<file path="src/rtl/bcd_conv_seq.sv">
// Sequential binary-to-BCD converter: channel select, double-dabble, saturation.
// Optional feature: define BCD_SIGNED_EN for two's-complement input handling.
module bcd_conv_seq #(
    parameter int IN_W   = 14,
    parameter int DIGITS = 4,
    parameter int CH     = 3
) (
    input  logic                   clk,
    input  logic                   rst_n,
    input  logic                   start,
    input  logic [CH-1:0]          sel,
    input  logic [CH*IN_W-1:0]     din,
    output logic                   busy,
    output logic                   done,
    output logic [4*DIGITS-1:0]    bcd,
    output logic                   ovf,
    output logic                   neg
);

    localparam int SW = 4*DIGITS + IN_W;
    localparam int CW = $clog2(IN_W + 1);
    localparam logic [CW-1:0] LAST = CW'(IN_W - 1);
    localparam logic [31:0] LIMIT = 32'(10**DIGITS - 1);
    localparam logic [4*DIGITS-1:0] NINES = {DIGITS{4'h9}};

    typedef enum logic [1:0] {
        IDLE  = 2'd0,
        SHIFT = 2'd1,
        DONE  = 2'd2
    } state_t;

    state_t            state;
    logic [SW-1:0]     sr;
    logic [SW-1:0]     adj;
    logic [SW-1:0]     nxt;
    logic [CW-1:0]     cnt;
    logic [IN_W-1:0]   chosen;
    logic [IN_W-1:0]   mag;
    logic              mag_ovf;
    logic              ovf_q;

    // Lowest enabled channel wins; no channel enabled yields zero.
    always_comb begin
        chosen = '0;
        for (int k = CH - 1; k >= 0; k--) begin
            if (sel[k]) chosen = din[k*IN_W +: IN_W];
        end
    end

`ifdef BCD_SIGNED_EN
    logic neg_q;

    // Magnitude of a two's-complement value; the most negative value
    // maps to 2^(IN_W-1), which still fits in IN_W unsigned bits.
    always_comb begin
        mag = chosen[IN_W-1] ? (~chosen + 1'b1) : chosen;
    end
`else
    // Unsigned input: the magnitude is the captured value itself.
    always_comb begin
        mag = chosen;
    end

    assign neg = 1'b0;
`endif

    // Overflow decided once at capture time from the magnitude.
    always_comb begin
        mag_ovf = 32'(mag) > LIMIT;
    end

    // One double-dabble step: add 3 to every digit >= 5, then shift left.
    always_comb begin
        adj = sr;
        for (int i = 0; i < DIGITS; i++) begin
            if (adj[IN_W+4*i +: 4] >= 4'd5)
                adj[IN_W+4*i +: 4] = adj[IN_W+4*i +: 4] + 4'd3;
        end
        nxt = {adj[SW-2:0], 1'b0};
    end

    // Control FSM with registered busy/done and result outputs.
    always_ff @(posedge clk or negedge rst_n) begin
        if (!rst_n) begin
            state <= IDLE;
            sr    <= '0;
            cnt   <= '0;
            ovf_q <= 1'b0;
            busy  <= 1'b0;
            done  <= 1'b0;
            bcd   <= '0;
            ovf   <= 1'b0;
`ifdef BCD_SIGNED_EN
            neg_q <= 1'b0;
            neg   <= 1'b0;
`endif
        end else begin
            unique case (state)
                IDLE: begin
                    done <= 1'b0;
                    if (start) begin
                        sr    <= {{(4*DIGITS){1'b0}}, mag};
                        cnt   <= '0;
                        ovf_q <= mag_ovf;
`ifdef BCD_SIGNED_EN
                        neg_q <= chosen[IN_W-1];
`endif
                        busy  <= 1'b1;
                        state <= SHIFT;
                    end
                end
                SHIFT: begin
                    sr  <= nxt;
                    cnt <= cnt + 1'b1;
                    if (cnt == LAST) begin
                        state <= DONE;
                        done  <= 1'b1;
                        bcd   <= ovf_q ? NINES : nxt[SW-1:IN_W];
                        ovf   <= ovf_q;
`ifdef BCD_SIGNED_EN
                        neg   <= neg_q;
`endif
                    end
                end
                DONE: begin
                    done  <= 1'b0;
                    busy  <= 1'b0;
                    state <= IDLE;
                end
                default: begin
                    state <= IDLE;
                end
            endcase
        end
    end

endmodule

</file>
<file path="config.mk">
export PLATFORM = sky130hd
export DESIGN_NAME = bcd_conv_seq
export DESIGN_NICKNAME = d
export VERILOG_FILES = /design/src/rtl/bcd_conv_seq.sv
export SDC_FILE = /design/constraint.sdc
export NUM_CORES = 1
export LEC_CHECK = 0
export ABC_AREA = 1
export CAP_MARGIN = 30
export CORE_MARGIN = 5
export CORE_UTILIZATION = 30
export DETAILED_ROUTE_END_ITERATION = 16
export DONT_BUFFER_PORTS = 1
export GPL_TIMING_DRIVEN = 0
export HOLD_SLACK_MARGIN = 0.05
export RECOVER_POWER = 100
export SYNTH_ARGS = -nofsm -noshare
export SYNTH_HDL_FRONTEND = slang
export SYNTH_SLANG_ARGS = --single-unit
</file>
<file path="constraint.sdc">
create_clock -name clk -period 3.3 [get_ports clk]
set_input_delay 0 -clock clk [delete_from_list [all_inputs] [get_ports clk]]
set_output_delay 0 -clock clk [all_outputs]
set_load 0.005 [all_outputs]
</file>
# --- Word-level counts from Yosys, hierarchy flattened ---
# Index checks and enable logic that the tools add are counted.
op_classes:
  n_reduce_logical: 11
  shifts: 0
  n_div: 0
  bitwise: 0
  n_mul: 0
  n_lt_le_gt_ge: 5
  mux: 19
  add_sub_neg: 5
  n_eq_ne: 5
op_table:
  columns: ["op", "n"]
  rows:
  - ["30-bit case mux with 2 select lines", 1]
  - ["14-bit two-way mux", 3]
  - ["30-bit two-way mux", 1]
  - ["4-bit by 3-bit >= comparator with 1-bit output, second input constant", 4]
  - ["16-bit two-way mux", 1]
  - ["4-bit two-way mux", 4]
  - ["14-bit greater-than comparator, second input constant", 1]
  - ["4-bit by 2-bit adder with 4-bit output, second input constant", 3]
  - ["2-bit AND reduction", 6]
  - ["4-bit case mux with 2 select lines", 1]
  - ["2-bit nonzero test", 3]
  - ["4-bit by 1-bit adder with 4-bit output, second input constant", 1]
  - ["4-bit equality test, second input constant", 1]
  - ["2-bit two-way mux", 2]
  - ["2-bit != test, second input constant", 2]
  - ["1-bit case mux with 2 select lines", 2]
  - ["2-bit case mux with 2 select lines", 1]
  - ["3-bit by 2-bit adder with 3-bit output, second input constant", 1]
  - ["3-bit two-way mux", 1]
  - ["2-bit by 1-bit equality test with 1-bit output, second input constant", 1]
  - ["2-bit equality test, second input constant", 1]
  - ["2-bit logical NOT", 1]
  - ["1-bit two-way mux", 2]
  - ["2-bit OR reduction", 1]
totals:
  output_inout_bits: 20
  latch_bits: 0
  ramBits: 0
  in_bits: 48
  rom_bits: 0
  wordCells: 53
  reg_bits: 56
  mem_count: 0

# --- Longest topological paths before layout ---
depth:
  ltp_word: 5
  depth_mapped: 11

# --- Least setup slack after synthesis ---
# OpenSTA, ideal clock, no wires.
synth_path:
  kind: "reg2reg"
  start: "register sr[14]"
  end: "register sr[15]"
  t_required_ns: 3.159
  setup_time_ns: 0.141
  path_stages_with_launch: 7
  setup_slack_ns: 1.891
  arrival_time_ns: 1.268
  path_buffers: 0
  synth_period_minus_slack_ns: 1.409
  cell_sequence: "dfrtp_1 -> inv_1 -> ha_1 -> or2_2 -> nand2_1 -> xor2_1 -> o22ai_1"
synth_between:
  elab_chain_cells: 3
  elab_cells_between_ends: 4
synth_rtl:
  columns: ["item", "line", "text"]
  rows:
  - ["start: declaration", "33", "logic [SW-1:0] sr;"]
  - ["start signal: assignment", "102", "sr <= {{(4*DIGITS){1'b0}}, mag};"]
  - ["start signal: assignment", "113", "sr <= nxt;"]
  - ["4-bit by 2-bit adder with 4-bit output or 4-bit by 3-bit >= comparator with 1-bit output (tied branches)", "77, 76", null]
  - ["4-bit two-way mux *", "76", "if (adj[IN_W+4*i +: 4] >= 4'd5)"]
  - ["30-bit case mux with 2 select lines *", "98", "unique case (state)"]
# Mark *: on every way between the ends. The rest lies on a longest branch, timed or not.
# A chain may end at the register's enable or synchronous reset.

# --- Worst setup path in the final report ---
layout_path:
  start: "register state[0]"
  end: "register bcd[2]"
layout_between:
  elab_chain_cells: 2
layout_rtl:
  columns: ["item", "line", "text"]
  rows:
  - ["start: declaration", "32", "state_t state;"]
  - ["start signal: assignment", "85", "state <= IDLE;"]
  - ["start signal: assignment", "109", "state <= SHIFT;"]
  - ["start signal: assignment", "116", "state <= DONE;"]
  - ["2-bit by 1-bit equality test with 1-bit output", "98", null]
  - ["2-bit AND reduction (no source line)", null, null]
  - ["end signal: assignment", "118", "bcd <= ovf_q ? NINES : nxt[SW-1:IN_W];"]
  - ["end: declaration", "15", "output logic [4*DIGITS-1:0] bcd,"]
# Every way passes these cells.

==> impl_metrics.csv <==
group,metric,value,unit
global_routing,grt-ovfl-total,0,
global_routing,antenna_found_initial,0,
run_status,status,"complete, no violations",
clocking,clock-sinks,56,
critical_path,start_kind,"flip-flop",
sta,finalClockSkew,0.0205,ns
run,maxCapViolations,0,
floorplanning,io_pins,68,
route,wl_per_cell,13.1,um
cells_and_area,post-route-cell-area,0.00344,sq mm
placed_design,dp_hpwl,4870,um
clocking,clockBufferDepth,2,
sta,hold_ws,0.0692,ns
synthesis,ys_ff_latch,56,
cells_and_area,final_nets,437,
floorplanning,fp.dieH,108,um
floorplanning,coreArea,0.00959,sq mm
critical_path,reg2reg_to,"bcd[2]$_DFFE_PN0P_",
clocking,cts_tree,"yes",
clocking,cts_root_buffer,"clkbuf_8",
pwr,irDropWorstVdd,242,uV
synthesis,synth_cell_types,34,
critical_path,path_class,"flip-flop to flip-flop",
route,ant_nets,0,
cells_and_area,drive_gt1_share,6.84,%
synthesis,async_reset_ff_share,100,%
clocking,insertion_delay,0.32,ns
synthesis,syn-instance-count,343,
sta,setup_viol,0,
placed_design,numPortBuffers,0,
pwr,power.leakage,1.57,nW
sta,fmax,0.435,GHz
route,routed_wl,6700,um
cells_and_area,final_common_cell,"nand2_1",
critical_path,r2r_start,"state[0]$_DFFE_PN0P_",
route,routed_via_density,4.63,
sta,layout_min_cycle_time,2.30,ns
critical_path,cp_data_required_time,3.53,ns
global_routing,grt_pass1_vias,2392,
critical_path,reg2reg_slack,1.00,ns
route,drtIter0Drc,85,
sta,fin_crit_sh,69.7,%
sta,rsz0062_at_grt,"no",
floorplanning,initial_utilization,30.3,%
critical_path,crit_fanout,10,
sta,slew_viol_final,0,
critical_path,end_kind,"flip-flop",
sta,tightest_slew,0.568,ns
synthesis,ys_warn_count,0,
synthesis,netlist_area,0.00290,sq mm
route,first_pass_iters,4,
synthesis,syn_area_per_cell,8.47,sq um
synthesis,ys.flop_type,"dfrtp_1",
critical_path,r2r_cells,8,
sta,final-hold-violation-count,0,
clocking,post_cts.repair.setup_buffers,0,
worst_hold_path,min_path_type,"input port to flip-flop",
clocking,cts_made_buffers,5,
pwr,powerDensity,823,mW/mm^2
pwr,power,2.83,mW
placed_design,preCtsSetupSlack,1.71,ns
critical_path,cp-startpoint,"state[0]$_DFFE_PN0P_",
route,vias,2377,
sta,worst_slack,1.00,ns
cells_and_area,mostFrequentLayoutCells,"nand2_1 (79), dfrtp_1 (56), nor2_1 (35)",
global_routing,grt_pass1_wl,11300,um
placed_design,post_dp_cell_area,0.00307,sq mm
floorplanning,die_w,108,um
synthesis,synth-edff-count,0,
sta,final.setup.tns,0,ns
synthesis,synth_nets,401,
floorplanning,dieArea,0.0117,sq mm
sta,relSlewSlack,62.2,%
critical_path,cp-endpoint,"bcd[2]$_DFFE_PN0P_",
floorplanning,num_rows,36,
global_routing,grt_util_all_layers,11.9,%
clocking,clk_pin_slew_worst_paths,0.10,ns
route,route.detailed.drc,0,
placed_design,gp_congestion,0.755,
clocking,htreeDepth,2,
cells_and_area,n_antenna_cell,0,
global_routing,grt_max_degree,57,
critical_path,critPathArrivalTime,2.53,ns
cells_and_area,synthToLayoutAreaGrowth,18.3,%
synthesis,ys_seq_area_share,48.3,%
[kinds of logic after synthesis]
family	count (synthesis)	synth area share [%]
AND/OR/NAND/NOR	128	18.7
buffers and inverters	51	8.14
AO/OA/AOI/OAI	92	19.0
adder cells (fa/ha/maj)	10	4.31
multiplexers	1	0.345
XOR/XNOR	4	1.21
flip-flops	56	48.3
other	1	0.129
[per-layer routing]
layer / part of all wire (%) / track usage [%]
met1: 46 / 15.3
met2: 46 / 19.9
met3: 7.3 / 3.10
met4: 0.90 / 2.98
met5: 0 / 0
[report_power, final]
group,total (mW),switching [mW],internal [mW]
Clock,0.379,0.227,0.152
Sequential,1.26,0.237,1.02
Combinational,1.19,0.727,0.466
[cell usage after synthesis (2+ instances only)]
cell      count  share of area (%)
or2_2         3               0.65
nand2_1      79                 10
xor2_1        4                1.2
o21ai_0      26                4.5
inv_2         5               0.65
ha_1         10                4.3
inv_1        31                4.0
a21oi_1      18                3.1
nor2_1       33                4.3
clkbuf_1      2               0.26
buf_4         3               0.78
inv_4         2               0.43
a21oi_2       4                1.2
buf_2         4               0.69
nand3_1       6                1.0
o21ai_1       9                1.6
o211ai_1      4                1.0
dfrtp_1      56                 48
o22ai_1      17                3.7
a22oi_1       9                2.3
nor2_4        3                1.2
o221ai_1      3               0.90
[worst min-delay path by stage]
stage	startpoint	cells after the start	slack, ns	to
floorplan	rst_n	0	-0.30	bcd[0]$_DFFE_PN0P_
global placement	rst_n	0	-0.29	bcd[14]$_DFFE_PN0P_
detailed placement	rst_n	0	-0.29	bcd[14]$_DFFE_PN0P_
CTS	din[40]	4	0.05	sr[12]$_DFFE_PN0P_
global route	din[40]	4	0.11	sr[12]$_DFFE_PN0P_
finish	din[40]	4	0.07	sr[12]$_DFFE_PN0P_
[sequential cells by signal, summed over array words and instances, names as in the netlist]
signal and count:
bcd 16, ovf_q 1, state 2, ovf 1, sr 30, done 1
busy 1, cnt 4
[layout make-up]
class	count	area (sq um)
inverters	39	150
flip-flops and latches	56	1400
fillers	984	6160
clock buffers	6	72.6
plain buffers	12	80.1
clock inverters	2	13.8
repair buffers	29	308
multi-input cells	236	1240
well taps	133	166
[critical path, stage by stage, from the launching register on]
cell and delay [ns]:
dfrtp_1 0.41, inv_1 0.07, nor2_1 0.29, inv_2 0.11
nor2_1 0.17, clkinvlp_2 0.48, nor2_8 0.34, inv_2 0.14
o21ai_0 0.20
[per-stage QoR]
step	instances	util [%]
after floorplan	343	-
after global placement	476	32.0
after detailed placement	476	32.0
after CTS	513	36.1
after global routing	513	35.8
final	513	35.8
[what timing repair did]
| item | in CTS | in global routing |
|---|---|---|
| resized for setup | 0 | 0 |
| endpoints found under the hold margin | 71 | 0 |
| hold buffers | 29 | 0 |
Power figures use the tool's default switching activity.
